<file path="config.mk">
export PLATFORM = sky130hd
export DESIGN_NAME = inst_fetch
export DESIGN_NICKNAME = d
export VERILOG_FILES = /design/src/rtl/inst_fetch.sv
export SDC_FILE = /design/constraint.sdc
export NUM_CORES = 1
export LEC_CHECK = 0
export BUFFER_PORTS_ARGS = -buffer_cell sky130_fd_sc_hd__buf_2
export CAP_MARGIN = 20
export CORE_ASPECT_RATIO = 0.5
export CORE_MARGIN = 4
export CORE_UTILIZATION = 53
export DETAILED_ROUTE_END_ITERATION = 8
export PLACE_DENSITY_LB_ADDON = 0.25
export SYNTH_ARGS = -nofsm -noshare
export SYNTH_HDL_FRONTEND = slang
export SYNTH_SLANG_ARGS = --single-unit
</file>
<file path="constraint.sdc">
create_clock -name clk -period 6.9 [get_ports clk]
set_clock_uncertainty 0.05 [all_clocks]
set_input_delay 1.38 -clock clk [delete_from_list [all_inputs] [get_ports clk]]
set_output_delay 1.38 -clock clk [all_outputs]
set_load 0.05 [all_outputs]
</file>
<file path="src/rtl/inst_fetch.sv">
// MIPS instruction-fetch stage: owns the PC and drives the instruction memory.
// Captures fetched words into the IF/ID register under flush, stall and branch control.
module inst_fetch #(
  parameter logic [31:0] RESET_PC = 32'h0000_0000
) (
  input  logic        clk,
  input  logic        rst,
  input  logic        stall,
  input  logic        branch_taken,
  input  logic [31:0] branch_target,
  input  logic        flush,
  input  logic [31:0] flush_pc,
  output logic        inst_ce,
  output logic [31:0] inst_addr,
  input  logic [31:0] inst_data,
  output logic [31:0] id_pc,
  output logic [31:0] id_inst,
  output logic        id_valid,
  output logic [31:0] fetch_count,
  output logic        state_dbg
);

  typedef enum logic {
    ST_RST = 1'b0,
    ST_RUN = 1'b1
  } state_t;

  state_t      state_q;
  logic [31:0] pc_q;
  logic [31:0] id_pc_q;
  logic [31:0] id_inst_q;
  logic        id_valid_q;
  logic [31:0] fetch_count_q;

  // Priority is flush > stall > branch > sequential. A taken branch keeps the
  // word fetched this cycle (delay slot); a flush discards it.
  always_ff @(posedge clk or posedge rst) begin
    if (rst) begin
      state_q       <= ST_RST;
      pc_q          <= RESET_PC;
      id_pc_q       <= 32'h0;
      id_inst_q     <= 32'h0;
      id_valid_q    <= 1'b0;
      fetch_count_q <= 32'h0;
    end else begin
      case (state_q)
        ST_RST: begin
          state_q <= ST_RUN;
        end
        ST_RUN: begin
          if (flush) begin
            pc_q       <= {flush_pc[31:2], 2'b00};
            id_pc_q    <= 32'h0;
            id_inst_q  <= 32'h0;
            id_valid_q <= 1'b0;
          end else if (!stall) begin
            if (branch_taken) begin
              pc_q <= {branch_target[31:2], 2'b00};
            end else begin
              pc_q <= pc_q + 32'd4;
            end
            id_pc_q       <= pc_q;
            id_inst_q     <= inst_data;
            id_valid_q    <= 1'b1;
            fetch_count_q <= fetch_count_q + 32'd1;
          end
        end
        default: begin
          state_q <= ST_RST;
        end
      endcase
    end
  end

  assign inst_ce     = (state_q == ST_RUN);
  assign inst_addr   = pc_q;
  assign id_pc       = id_pc_q;
  assign id_inst     = id_inst_q;
  assign id_valid    = id_valid_q;
  assign fetch_count = fetch_count_q;
  assign state_dbg   = state_q;

endmodule

</file>
==> flow_summary_export.csv, run 1 <==
group,metric,value,unit
routing,drt-initial-drc-count,395,
yosys,ys_ff_latch,127,
die,fp.coreArea,10500,um^2
yosys,ys_seq_area_share,53.8,%
final_layout,diodes,0,
place,hpwl,11600,um
yosys,ys_top_cells_by_area,"dfrtp_1 54%, a22o_1 8.7%, xnor2_1 5.2%",
timing,max_freq,293,MHz
clock_network,cts_tree,"built",
clock_network,clk_latency,410,ps
hold_path,min_from,"fetch_count[31]",
power_and_ir_drop,power_frac_comb,23.2,%
setup_path,worstSetupStartpoint,"flush",
final_layout,multiInputGateArea,2510,um^2
clock_network,clockRootBuffer,"clkbuf_16",
yosys,async_reset_ff_share,100,%
clock_network,clk_path_buf_depth,2,
setup_path,critPathKind,"in2reg",
power_and_ir_drop,p_per_area,306,nW/um^2
clock_network,cts_sinks,127,
routing,routedWlPerCell,18.6,um
grt,grt_max_degree,84,
die,io_pins,232,
clock_network,post_cts_buffers,0,
clock_network,cts_max_level,4,
status,status,"completed",
final_layout,drive_gt1_share,34.9,%
die,initial_core_util,56.1,%
setup_path,required,7120,ps
setup_path,r2r-start,"inst_ce",
setup_path,crit_arrival,3630,ps
grt,grt_pass1_vias,5092,
power_and_ir_drop,clkPwrFrac,38.2,%
setup_path,start_kind,"input port",
routing,drtPass1Iterations,5,
power_and_ir_drop,p_sw,0.830,mW
routing,drc_errors,0,
yosys,synth_cell_types,55,
place,dp_worst_setup_slack,2840,ps
yosys,yosys_warnings,0,
timing,finalCriticalPeriod,3410,ps
final_layout,fin_util,72.6,%
timing,final.setup.worst_slack,3490,ps
timing,worstMarginPinSlew,885,ps
routing,routed_wl,17000,um
power_and_ir_drop,seqPwrFrac,38.7,%
timing,finalCritPeriodShare,49.4,%
grt,grt-ovfl-total,0,
power_and_ir_drop,cellInternalPower,1.51,mW
clock_network,cts.repair.resized,0,
final_layout,fillerInstances,814,
grt,grtUsageTotal,26.0,%
clock_network,path_clk_slew,60,ps
clock_network,ctsHoldBuffers,0,
setup_path,crit_path_end_kind,"register",
die,die_y,82.7,um
timing,max_slew_margin,41.0,%
yosys,postSynthCellCount,552,
final_layout,nets,865,
final_layout,regArea,3180,um^2
die,die_w,157,um
die,die_area,13000,um^2
yosys,yosysTopAreaCell,"dfrtp_1",
power_and_ir_drop,sw_frac_of_total,35.4,%
yosys,synth_area,5910,um^2
power_and_ir_drop,p_leak,3.90,nW
yosys,synth.avg_cell_area,10.7,um^2
timing,rsz0062_at_grt,"no",
yosys,synth_commonest_cells,"127 x dfrtp_1, 59 x a22o_1, 41 x nand2_1",
place,dp_cells,882,
clock_network,cts_made_buffers,17,
routing,drt-vias-per-instance,5.77,
yosys,synth_ff_type,"dfrtp_1",
routing,vias,5270,
final_layout,fin_cells,914,
setup_path,cp_max_fo,35,
timing,setup_viol,0,
place,io_buffers,225,
die,fp-row-count,26,
power_and_ir_drop,vdd_drop_max,0.198,mV
final_layout,syn_to_final_growth,29.6,%
timing,finalSetupTns,0,ps
run,drv_cap,0,
place,gp_congestion,0.826,
timing,drv_slew,0,
grt,antenna_found_initial,2,
yosys,synth_most_common_cell,"dfrtp_1",
hold_path,hp-class,"reg2reg",
timing,hold_viol,0,
yosys,synth-edff-count,0,
yosys,synth_top_area_share,53.8,%
routing,ant_nets,0,
grt,grt_pass1_wl,26400,um
power groups by stage:
stage	sequential (mW)	combinational [mW]	clock, mW
after floorplan	1.14	0.162	0
after global placement	0.912	0.538	0
after detailed placement	0.915	0.544	0
after CTS	0.904	0.546	0.904
after global routing	0.918	0.577	0.943
final	0.906	0.543	0.894
cell type report:
type,count,area share [%]
Inverter,11,0.605
Tap cell,140,2.29
Timing Repair Buffer,229,15.1
Multi-Input combinational cell,376,32.8
Clock buffer,19,5.92
Sequential cell,127,41.5
Clock inverter,12,1.76
stage by stage:
step	power, mW	cell area [um^2]	hold slack, ps
finish	2.34	7660	424
global route	2.44	7660	450
CTS	2.35	7650	430
detailed placement	1.46	7060	419
global placement	1.45	7060	407
floorplan	1.30	5910	712
sequential cells by signal, indices dropped and copies added (netlist names):
register and count:
fetch_count 32, id_inst 32, id_pc 31, id_valid 1, inst_addr 30, inst_ce 1
worst max-delay path, stage by stage:
cell and delay, ps:
buf_2 540, inv_1 490, nand3_1 510, nor2_1 230, a221oi_1 330, o21ai_0 130
cell usage in the layout (no fill, tap or decap), types with 4 or more instances in the layout:
cell	count
buf_4	4
and3_1	19
nor4_1	4
o211ai_1	4
inv_1	10
buf_2	225
mux2i_1	4
o31ai_1	4
o21ai_0	26
nor3_1	15
and2_1	4
nand4_1	13
dfrtp_1	127
a21oi_1	23
clkbuf_16	17
a221oi_1	6
xnor2_1	35
inv_6	4
o22ai_1	4
xor2_1	15
nor2_1	22
nand3_1	23
a22o_1	59
nand2_1	41
and4_1	6
routing by layer:
metal / routed length (um) / part of all wire [%] / global-route usage [%] / vias to the layer above
met1: 7230 / 42 / 33.9 / 2554
li1: - / - / - / 2461
met2: 8080 / 47 / 41.7 / 230
met5: 34 / 0.20 / 0 / -
met4: 189 / 1.1 / 8.15 / 4
met3: 1490 / 8.8 / 8.49 / 21
final timing paths:
check	slack, ps	to	depth (start not counted)
worst max-delay path	3490	inst_addr[26]	6
worst min-delay path	420	fetch_count[31]	1
worst max register to register	4030	inst_addr[17]	4
worst min register to register	420	fetch_count[31]	1
max in group asynchronous	4540	fetch_count[31]	3
min in group asynchronous	970	fetch_count[19]	2
cells by family after synthesis:
| family | share of synthesized area [%] |
|---|---|
| multiplexers | 0.678 |
| buffers and inverters | 4.00 |
| AND/OR/NAND/NOR | 14.6 |
| adder cells (fa/ha/maj) | 0.423 |
| other | 0.127 |
| XOR/XNOR | 7.41 |
| flip-flops | 53.8 |
| AO/OA/AOI/OAI | 19.0 |
Power figures use the tool's default switching activity.
==> run 2: changes to the inputs <==
--- a/config.mk
+++ b/config.mk
@@ -9,7 +9,7 @@
 export CAP_MARGIN = 20
 export CORE_ASPECT_RATIO = 0.5
 export CORE_MARGIN = 4
-export CORE_UTILIZATION = 53
+export CORE_UTILIZATION = 49
 export DETAILED_ROUTE_END_ITERATION = 8
 export PLACE_DENSITY_LB_ADDON = 0.25
 export SYNTH_ARGS = -nofsm -noshare
==> constraint.sdc (replaced) <==
create_clock -name clk -period 3.3 [get_ports clk]
set_clock_uncertainty 0.05 [all_clocks]
set_input_delay 0.66 -clock clk [delete_from_list [all_inputs] [get_ports clk]]
set_output_delay 0.66 -clock clk [all_outputs]
set_load 0.05 [all_outputs]
==> run 2 against run 1 <==
Combinational power increased by 110%. Worst setup slack lost 2600 ps. Via count barely moved. Non-clock buffer count grew 7. Die area up 7.6%. Routed wire length fell by 2.7%. Hold slack worse by 33 ps. Largest power group unchanged. Sequential cell count did not move. Highest routed layer unchanged.
==> flow_summary_export.csv, run 2 (same netlist as run 1, synthesis figures left out) <==
group,metric,value,unit
timing,max_freq,413,MHz
routing,ant_nets,0,
die,die_area,14000,um^2
timing,rsz0062_at_grt,"no",
place,hpwl,11300,um
power_and_ir_drop,p_leak,3.92,nW
die,fp-row-count,28,
status,status,"completed",
routing,vias,5273,
grt,antenna_found_initial,1,
timing,drv_slew,0,
die,die_w,163,um
timing,finalSetupTns,0,ps
die,io_pins,232,
timing,finalCritPeriodShare,73.4,%
run,drv_cap,0,
setup_path,worstSetupStartpoint,"inst_addr[2]",
grt,grt_pass1_vias,5174,
setup_path,start_kind,"register",
power_and_ir_drop,p_per_area,626,nW/um^2
routing,drtPass1Iterations,5,
timing,setup_viol,0,
die,fp.coreArea,11800,um^2
routing,routedWlPerCell,17.5,um
clock_network,path_clk_slew,60,ps
clock_network,post_cts_buffers,0,
timing,max_slew_margin,46.6,%
grt,grt_pass1_wl,26700,um
routing,drt-vias-per-instance,5.57,
setup_path,crit_arrival,2730,ps
routing,routed_wl,16600,um
clock_network,cts_made_buffers,17,
grt,grt_max_degree,128,
routing,met3_length,1250,um
timing,final.setup.worst_slack,877,ps
clock_network,cts_sinks,127,
setup_path,required,3600,ps
setup_path,crit_path_end_kind,"register",
final_layout,syn_to_final_growth,31.0,%
hold_path,hp-class,"in2async",
clock_network,ctsHoldBuffers,0,
final_layout,nets,872,
place,io_buffers,225,
final_layout,fillerInstances,997,
clock_network,cts_tree,"built",
routing,wl_met2,7900,um
routing,drc_errors,0,
grt,grt-ovfl-total,0,
final_layout,layout_commonest_cell,"buf_2",
power_and_ir_drop,vdd_drop_max,0.386,mV
place,gp_congestion,0.815,
setup_path,r2r-start,"inst_addr[2]",
setup_path,critPathKind,"reg2reg",
die,initial_core_util,50.0,%
die,die_y,85.6,um
final_layout,diodes,0,
routing,routedLengthMet1,7110,um
final_layout,drive_gt1_share,35.4,%
clock_network,cts_max_level,4,
clock_network,clockRootBuffer,"clkbuf_16",
setup_path,cp_max_fo,12,
clock_network,clk_path_buf_depth,2,
timing,worstMarginPinSlew,801,ps
final_layout,layout_common_cells,"225 x buf_2, 127 x dfrtp_1, 59 x a22o_1",
place,dp_worst_setup_slack,545,ps
routing,dr.max_layer_used,"met5",
clock_network,clk_latency,410,ps
grt,grtUsageTotal,23.9,%
routing,drt-initial-drc-count,457,
clock_network,cts.repair.resized,0,
timing,finalCriticalPeriod,2420,ps
timing,hold_viol,0,
run 2: final timing paths:
kind,slack (ps),end,cells after the start
setup / recovery,880,inst_addr[30],7
hold / removal,390,id_pc[16],3
setup reg to reg,880,inst_addr[30],7
hold reg to reg,430,id_pc[28],2
max in group asynchronous,2320,fetch_count[2],3
min in group clk,420,id_inst[10],2
run 2: metrics by stage:
step                power (mW)  utilization, %  cells  hold slack [ps]  cell area, um^2
floorplan                 2.73               -    553              712             5920
global placement          3.04            60.7    915              416             7160
detailed placement        3.06            60.7    915              419             7160
CTS                       4.87            65.6    947              408             7740
global route              5.05            65.6    947              410             7740
finish                    4.84            65.6    947              391             7740
run 2: final cells by class:
type	count	area [um^2]	share of cell area, %
Clock buffer	21	470	6.08
Clock inverter	11	106	1.37
Inverter	11	45.0	0.582
Multi-Input combinational cell	376	2510	32.5
Sequential cell	127	3180	41.1
Tap cell	165	206	2.67
Timing Repair Buffer	236	1220	15.8
run 2: critical path, cell delays in order, from the launching register on:
cell	delay [ps]
dfrtp_1	510
ha_1	340
and4_1	210
nand4_1	100
buf_4	190
or4_1	410
o41ai_1	360
a22o_1	190
run 2: per-layer routing:
| metal | vias to the layer above | GRT usage [%] |
|---|---|---|
| li1 | 2475 | - |
| met1 | 2550 | 31.4 |
| met2 | 213 | 38.7 |
| met3 | 33 | 6.58 |
| met4 | 2 | 8.45 |
| met5 | - | 0 |
run 2: report_power, final:
group / leakage (nW) / internal [mW] / total, mW / switching, mW
combinational: 1.98 / 0.312 / 1.15 / 0.834
clock: 0.276 / 1.10 / 1.81 / 0.707
sequential: 1.66 / 1.70 / 1.89 / 0.183
